--- src/rtl/alu_multicycle.sv ---
// EX-stage ALU: single-cycle logic/arith/compare ops plus iterative mul/div writing HI/LO.
// Mul/div operate on magnitudes in a shared 2*WIDTH shift register; signs are applied in FIX.
module alu_multicycle #(
  parameter int WIDTH = 32
) (
  input  logic             clk,
  input  logic             reset,
  input  logic             flush,
  input  logic             in_valid,
  output logic             in_ready,
  input  logic [WIDTH-1:0] reg_data1,
  input  logic [WIDTH-1:0] reg_data2,
  input  logic [WIDTH-1:0] immediate_value,
  input  logic             alu_src,
  input  logic [3:0]       control_signals,
  output logic             out_valid,
  output logic [WIDTH-1:0] result,
  output logic [WIDTH-1:0] hi,
  output logic [WIDTH-1:0] lo,
  output logic             zero,
  output logic             overflow,
  output logic             div_by_zero
);

  localparam int CW = $clog2(WIDTH);

  localparam logic [3:0] OP_AND  = 4'b0000;
  localparam logic [3:0] OP_OR   = 4'b0001;
  localparam logic [3:0] OP_SUB  = 4'b0010;
  localparam logic [3:0] OP_ADD  = 4'b0011;
  localparam logic [3:0] OP_SLT  = 4'b0110;
  localparam logic [3:0] OP_SLTU = 4'b0111;
  localparam logic [3:0] OP_NOR  = 4'b1100;

  typedef enum logic [1:0] {IDLE, BUSY, FIX, DONE} state_t;

  state_t             state_reg;
  logic [CW-1:0]      count_reg;
  logic [2*WIDTH-1:0] p_reg;        // mul: {partial, multiplier}; div: {remainder, quotient}
  logic [WIDTH-1:0]   mcand_reg;    // multiplicand or divisor magnitude
  logic [WIDTH-1:0]   a_orig_reg;
  logic               neg_q_reg;
  logic               neg_r_reg;
  logic               is_div_reg;
  logic               b_zero_reg;

  logic [WIDTH-1:0] op_a, op_b;
  logic [WIDTH-1:0] and_bits, or_bits, nor_bits;
  logic [WIDTH-1:0] sum, diff;
  logic             slt_lt, sltu_lt;
  logic [WIDTH-1:0] sc_result;
  logic             sc_ovf, sc_known;

  assign op_a = reg_data1;
  assign op_b = alu_src ? immediate_value : reg_data2;

  genvar gi;
  generate
    for (gi = 0; gi < WIDTH; gi++) begin : g_logic
      assign and_bits[gi] = op_a[gi] & op_b[gi];
      assign or_bits[gi]  = op_a[gi] | op_b[gi];
      assign nor_bits[gi] = ~(op_a[gi] | op_b[gi]);
    end
  endgenerate

  assign sum     = op_a + op_b;
  assign diff    = op_a - op_b;
  assign slt_lt  = $signed(op_a) < $signed(op_b);
  assign sltu_lt = op_a < op_b;

  always_comb begin
    sc_result = '0;
    sc_ovf    = 1'b0;
    sc_known  = 1'b1;
    case (control_signals)
      OP_AND:  sc_result = and_bits;
      OP_OR:   sc_result = or_bits;
      OP_NOR:  sc_result = nor_bits;
      OP_ADD: begin
        sc_result = sum;
        sc_ovf    = (op_a[WIDTH-1] == op_b[WIDTH-1]) && (sum[WIDTH-1] != op_a[WIDTH-1]);
      end
      OP_SUB: begin
        sc_result = diff;
        sc_ovf    = (op_a[WIDTH-1] != op_b[WIDTH-1]) && (diff[WIDTH-1] != op_a[WIDTH-1]);
      end
      OP_SLT:  sc_result = {{(WIDTH-1){1'b0}}, slt_lt};
      OP_SLTU: sc_result = {{(WIDTH-1){1'b0}}, sltu_lt};
      default: sc_known = 1'b0;
    endcase
  end

  // Opcodes 10xx are mul/div; bit 1 selects divide, bit 0 selects unsigned.
  logic             is_muldiv, md_signed, a_neg, b_neg;
  logic [WIDTH-1:0] a_mag, b_mag;

  assign is_muldiv = (control_signals[3:2] == 2'b10);
  assign md_signed = ~control_signals[0];
  assign a_neg     = md_signed & op_a[WIDTH-1];
  assign b_neg     = md_signed & op_b[WIDTH-1];
  assign a_mag     = a_neg ? -op_a : op_a;
  assign b_mag     = b_neg ? -op_b : op_b;

  logic [WIDTH:0]     mul_sum, div_shift, div_trial;
  logic [2*WIDTH-1:0] p_step;

  assign mul_sum   = {1'b0, p_reg[2*WIDTH-1:WIDTH]} + (p_reg[0] ? {1'b0, mcand_reg} : '0);
  assign div_shift = p_reg[2*WIDTH-1:WIDTH-1];
  assign div_trial = div_shift - {1'b0, mcand_reg};

  always_comb begin
    if (!is_div_reg)
      p_step = {mul_sum, p_reg[WIDTH-1:1]};
    else if (div_trial[WIDTH])
      p_step = {div_shift[WIDTH-1:0], p_reg[WIDTH-2:0], 1'b0};
    else
      p_step = {div_trial[WIDTH-1:0], p_reg[WIDTH-2:0], 1'b1};
  end

  logic [2*WIDTH-1:0] prod_fix;
  logic [WIDTH-1:0]   quot_fix, rem_fix, fix_hi, fix_lo;

  assign prod_fix = neg_q_reg ? -p_reg : p_reg;
  assign quot_fix = neg_q_reg ? -p_reg[WIDTH-1:0] : p_reg[WIDTH-1:0];
  assign rem_fix  = neg_r_reg ? -p_reg[2*WIDTH-1:WIDTH] : p_reg[2*WIDTH-1:WIDTH];

  always_comb begin
    fix_hi = prod_fix[2*WIDTH-1:WIDTH];
    fix_lo = prod_fix[WIDTH-1:0];
    if (is_div_reg) begin
      fix_hi = b_zero_reg ? a_orig_reg : rem_fix;
      fix_lo = b_zero_reg ? '1 : quot_fix;
    end
  end

  always_ff @(posedge clk or posedge reset) begin
    if (reset) begin
      state_reg   <= IDLE;
      count_reg   <= '0;
      p_reg       <= '0;
      mcand_reg   <= '0;
      a_orig_reg  <= '0;
      neg_q_reg   <= 1'b0;
      neg_r_reg   <= 1'b0;
      is_div_reg  <= 1'b0;
      b_zero_reg  <= 1'b0;
      in_ready    <= 1'b1;
      out_valid   <= 1'b0;
      result      <= '0;
      hi          <= '0;
      lo          <= '0;
      zero        <= 1'b0;
      overflow    <= 1'b0;
      div_by_zero <= 1'b0;
    end else begin
      // Flags are one-cycle pulses alongside out_valid.
      out_valid   <= 1'b0;
      zero        <= 1'b0;
      overflow    <= 1'b0;
      div_by_zero <= 1'b0;
      if (flush) begin
        state_reg <= IDLE;
        in_ready  <= 1'b1;
      end else begin
        case (state_reg)
          IDLE: begin
            if (in_valid) begin
              in_ready <= 1'b0;
              if (is_muldiv) begin
                state_reg  <= BUSY;
                count_reg  <= '0;
                p_reg      <= {{WIDTH{1'b0}}, a_mag};
                mcand_reg  <= b_mag;
                a_orig_reg <= op_a;
                neg_q_reg  <= a_neg ^ b_neg;
                neg_r_reg  <= a_neg;
                is_div_reg <= control_signals[1];
                b_zero_reg <= (op_b == '0);
              end else begin
                state_reg <= DONE;
                out_valid <= 1'b1;
                result    <= sc_result;
                overflow  <= sc_ovf;
                zero      <= sc_known && (sc_result == '0);
              end
            end
          end
          BUSY: begin
            p_reg     <= p_step;
            count_reg <= count_reg + CW'(1);
            if (count_reg == CW'(WIDTH-1))
              state_reg <= FIX;
          end
          FIX: begin
            state_reg   <= DONE;
            out_valid   <= 1'b1;
            hi          <= fix_hi;
            lo          <= fix_lo;
            result      <= fix_lo;
            zero        <= (fix_lo == '0);
            div_by_zero <= is_div_reg & b_zero_reg;
          end
          default: begin
            state_reg <= IDLE;
            in_ready  <= 1'b1;
          end
        endcase
      end
    end
  end

endmodule

--- config.mk ---
export PLATFORM = sky130hd
export DESIGN_NAME = alu_multicycle
export DESIGN_NICKNAME = d
export VERILOG_FILES = /design/src/rtl/alu_multicycle.sv
export SDC_FILE = /design/constraint.sdc
export NUM_CORES = 1
export LEC_CHECK = 0
export BUFFER_PORTS_ARGS = -buffer_cell sky130_fd_sc_hd__buf_2
export CAP_MARGIN = 20
export CORE_MARGIN = 3
export CORE_UTILIZATION = 50
export DETAILED_ROUTE_END_ITERATION = 8
export HOLD_SLACK_MARGIN = 0.08
export PLACE_DENSITY = 0.69
export SETUP_SLACK_MARGIN = 0.5
export SYNTH_ARGS = -nofsm -noshare
export SYNTH_HDL_FRONTEND = slang
export SYNTH_SLANG_ARGS = --single-unit
--- constraint.sdc ---
create_clock -name clk -period 10 [get_ports clk]
set_input_delay 0.5 -clock clk [delete_from_list [all_inputs] [get_ports clk]]
set_output_delay 0.5 -clock clk [all_outputs]
set_load 0.005 [all_outputs]
==> flow_metrics.tcl <==
set metrics [dict create \
    reg2reg_slack_ps 5170 \
    worstMarginPinSlew_ps 1182 \
    synth_cells 3090 \
    drt_first_pass_iters 6 \
    clk_latency_ps 600 \
    ff2ff_path_depth 16 \
    design.core.area_sq_um 45970 \
    hold_class "input port to flip-flop" \
    place_area_sq_um 24890 \
    ys_top_cells_by_area "dfrtp_1, ha_1, o21ai_0" \
    setup_violations 0 \
    syn_area_sq_um 23520 \
    yosysTopAreaCell "dfrtp_1" \
    instances_no_fill 3797 \
    cts_setup_buffers 0 \
    peakVddDrop_mv 0.3766 \
    cts_inserted_buffers 29 \
    holdPathStages 2 \
    drv_cap 0 \
    fin_nets 3455 \
    slew_violations 0 \
    synth.top_cell.area_share_pct 25.42 \
    drive_gt1_share_pct 11.27 \
    crit_arrival_ps 5860 \
    status "finished, final reports clean" \
    viasPerCell 6.552 \
    grt_pass1_vias 23192 \
    grt_overflow 0 \
    syn_nets 3374 \
    rsz0062_at_grt "no" \
    synthFlopType "dfrtp_1" \
    end_kind "flip-flop" \
    cp-start-kind "input port" \
    ant_nets 0 \
    p_leak_nw 11.85 \
    synth_cell_types 89 \
    area_delta_synth_final_pct 10.34 \
    n_fill_cell 4434 \
    total_power_mw 7.485 \
    worstPathRequired_ps 10530 \
    grt_start_max_net_pins 100 \
    numPortBuffers 205 \
    startpoint "alu_src" \
    max_freq_mhz 187.7 \
    clk_path_buf_depth 3 \
    powerDensity_nw_per_um2 288.4 \
    clock-sinks 240 \
    cts_resized 0 \
    drc 0 \
    slew_headroom_pct 20.47 \
    yosys_warnings 0 \
    whs_endpoint "state_reg[1]" \
    final_area_sq_um 25960 \
    dp_hpwl_mm 75.64 \
    tns_ps 0 \
    worstSetupPathType "input port to flip-flop" \
    async_reset_ff_share_pct 100.0 \
    die-width_um 222.9 \
    initialDrtViolationCount 2914 \
    synth_seq_cells 240 \
    hp-start "flush" \
    cts_root_buffer "clkbuf_16" \
    placed_cells 3734 \
    die_y_um 222.9 \
    post_drt_wl_per_cell_um 25.90 \
    syn_avg_cell_area_sq_um 7.613 \
    dr_total_vias 24877 \
    ys_seq_area_share_pct 25.54 \
    post-route-min-period_ps 5328 \
    start_util_pct 51.18 \
    rows 78 \
    grt_first_pass_wirelength_mm 145.3 \
    grt_use_total_pct 37.81 \
    finClkSkew_ps 11.60 \
    antenna_found_initial 9 \
    finalHoldViolations 0 \
    clk_pin_slew_ps 60 \
    largest_reg_flops 64 \
    synth_edf_count 0 \
    die_area_sq_um 49690 \
    wl_mm 98.33 \
    ios 206 \
    regToRegEndpoint "p_reg[62]" \
    crit_fanout 38 \
    htreeDepth 1 \
    timing.rr.start "p_reg[0]" \
    place_congestion 1.065 \
    cts_tree "built" \
    period_share_pct 53.28 \
]
layout make-up:
cell class / count / area, sq um / area share [%]
Clock buffer: 33 / 760.7 / 2.931
Timing Repair Buffer: 248 / 1364 / 5.254
Tap cell: 600 / 750.7 / 2.892
Clock inverter: 21 / 239.0 / 0.9207
Inverter: 153 / 581.8 / 2.242
Multi-Input combinational cell: 2499 / 16240 / 62.57
Sequential cell: 240 / 6012 / 23.16
Antenna cell: 3 / 7.507 / 0.02892
synth_stat cells (10+ instances only):
master      n
nand2b_1   30
clkbuf_1  169
o21bai_1   13
o211ai_1   20
or2_2      10
a21oi_1   178
and2_1     11
nand3_1    58
o31ai_1    41
a211oi_1   29
a211o_1    14
buf_1      18
mux2_2     14
a21o_1     63
a22oi_1    50
a221oi_1   11
nor2b_1    26
and3_1     19
dfrtp_1   239
nor4_1     18
nand2_1   404
ha_1      175
xnor2_1   158
buf_2      10
mux2i_1   106
o21ai_1    16
o41ai_1    12
nand4_1    26
xor2_1     32
o21ai_0   391
nor3_1     48
o21a_1     16
nor2_1    230
or4_1      23
o22ai_1    27
a31oi_1    30
o221ai_1   17
inv_1     151
or3_1      36
routing by layer:
metal	share of wire, %	track usage [%]	routed length (um)
met1	42	52.90	41680
met2	42	56.83	41720
met3	11	8.711	10370
met4	4.6	14.50	4488
met5	0.076	0	75
logic make-up after synthesis:
logic type	Yosys count	share of synthesized area (%)
AOI/OAI and AO/OA	1031	27.59
xor gates and xnor gates	190	7.074
adders and majority gates	179	9.648
buffers and inverters	351	5.670
DFF	240	25.54
muxes	120	5.181
and+or+nand+nor	979	19.30
layout by cell type (no fill, tap or decap), types with 18 or more instances in the layout:
cell type,instances
nand2_1,403
o21ai_0,391
dfrtp_1,237
nor2_1,227
buf_2,207
a21oi_1,178
ha_1,173
xnor2_1,157
inv_1,150
mux2i_1,106
a21o_1,63
nand3_1,58
a22oi_1,50
nor3_1,48
o31ai_1,41
buf_4,37
or3_1,35
xor2_1,32
a31oi_1,30
nand2b_1,29
clkbuf_16,29
a211oi_1,28
o22ai_1,27
nor2b_1,26
nand4_1,26
or4_1,23
o211ai_1,20
and3_1,19
nor4_1,18
how the worst max path moves through the flow:
stage | to | slack [ps]
6_report | result[31] | 4670
3_5_place_dp | result[31] | 4190
4_1_cts | zero | 4800
5_1_grt | result[31] | 4540
2_1_floorplan | a_orig_reg[0] | 2910
3_3_place_gp | zero | 4220
critical path, stage by stage:
cell      delay (ps)
buf_2             70
buf_4            570
mux2i_1          540
ha_1             550
nor2b_1          270
a211o_1          320
a211oi_1         440
a21oi_1          160
o31ai_1          610
o21bai_1         280
a21oi_1          240
o21bai_1         110
o311ai_0         860
o21ai_0          200
nand2_1          100
per-stage QoR:
stage	hold slack, ps	setup WS (ps)	utilization, %
2_1_floorplan	444.7	2914	-
3_3_place_gp	456.2	4224	54.15
3_5_place_dp	464.9	4189	54.15
4_1_cts	200.1	4797	56.34
5_1_grt	218.4	4539	56.46
6_report	209.4	4672	56.47
report_power, final:
group          internal [mW]  switching [mW]  total [mW]
Sequential              1.40           0.510        1.91
Clock                  0.654           0.475        1.13
Combinational           1.68            2.77        4.45
Total                   3.73            3.75        7.48
repair_timing:
action | 4_1_cts | 5_1_grt
setup endpoints to repair | 0 | 0
endpoints found under the hold margin | 91 | 0
hold buffers | 1 | 0
No activity file was read; power rests on OpenSTA's default activity.
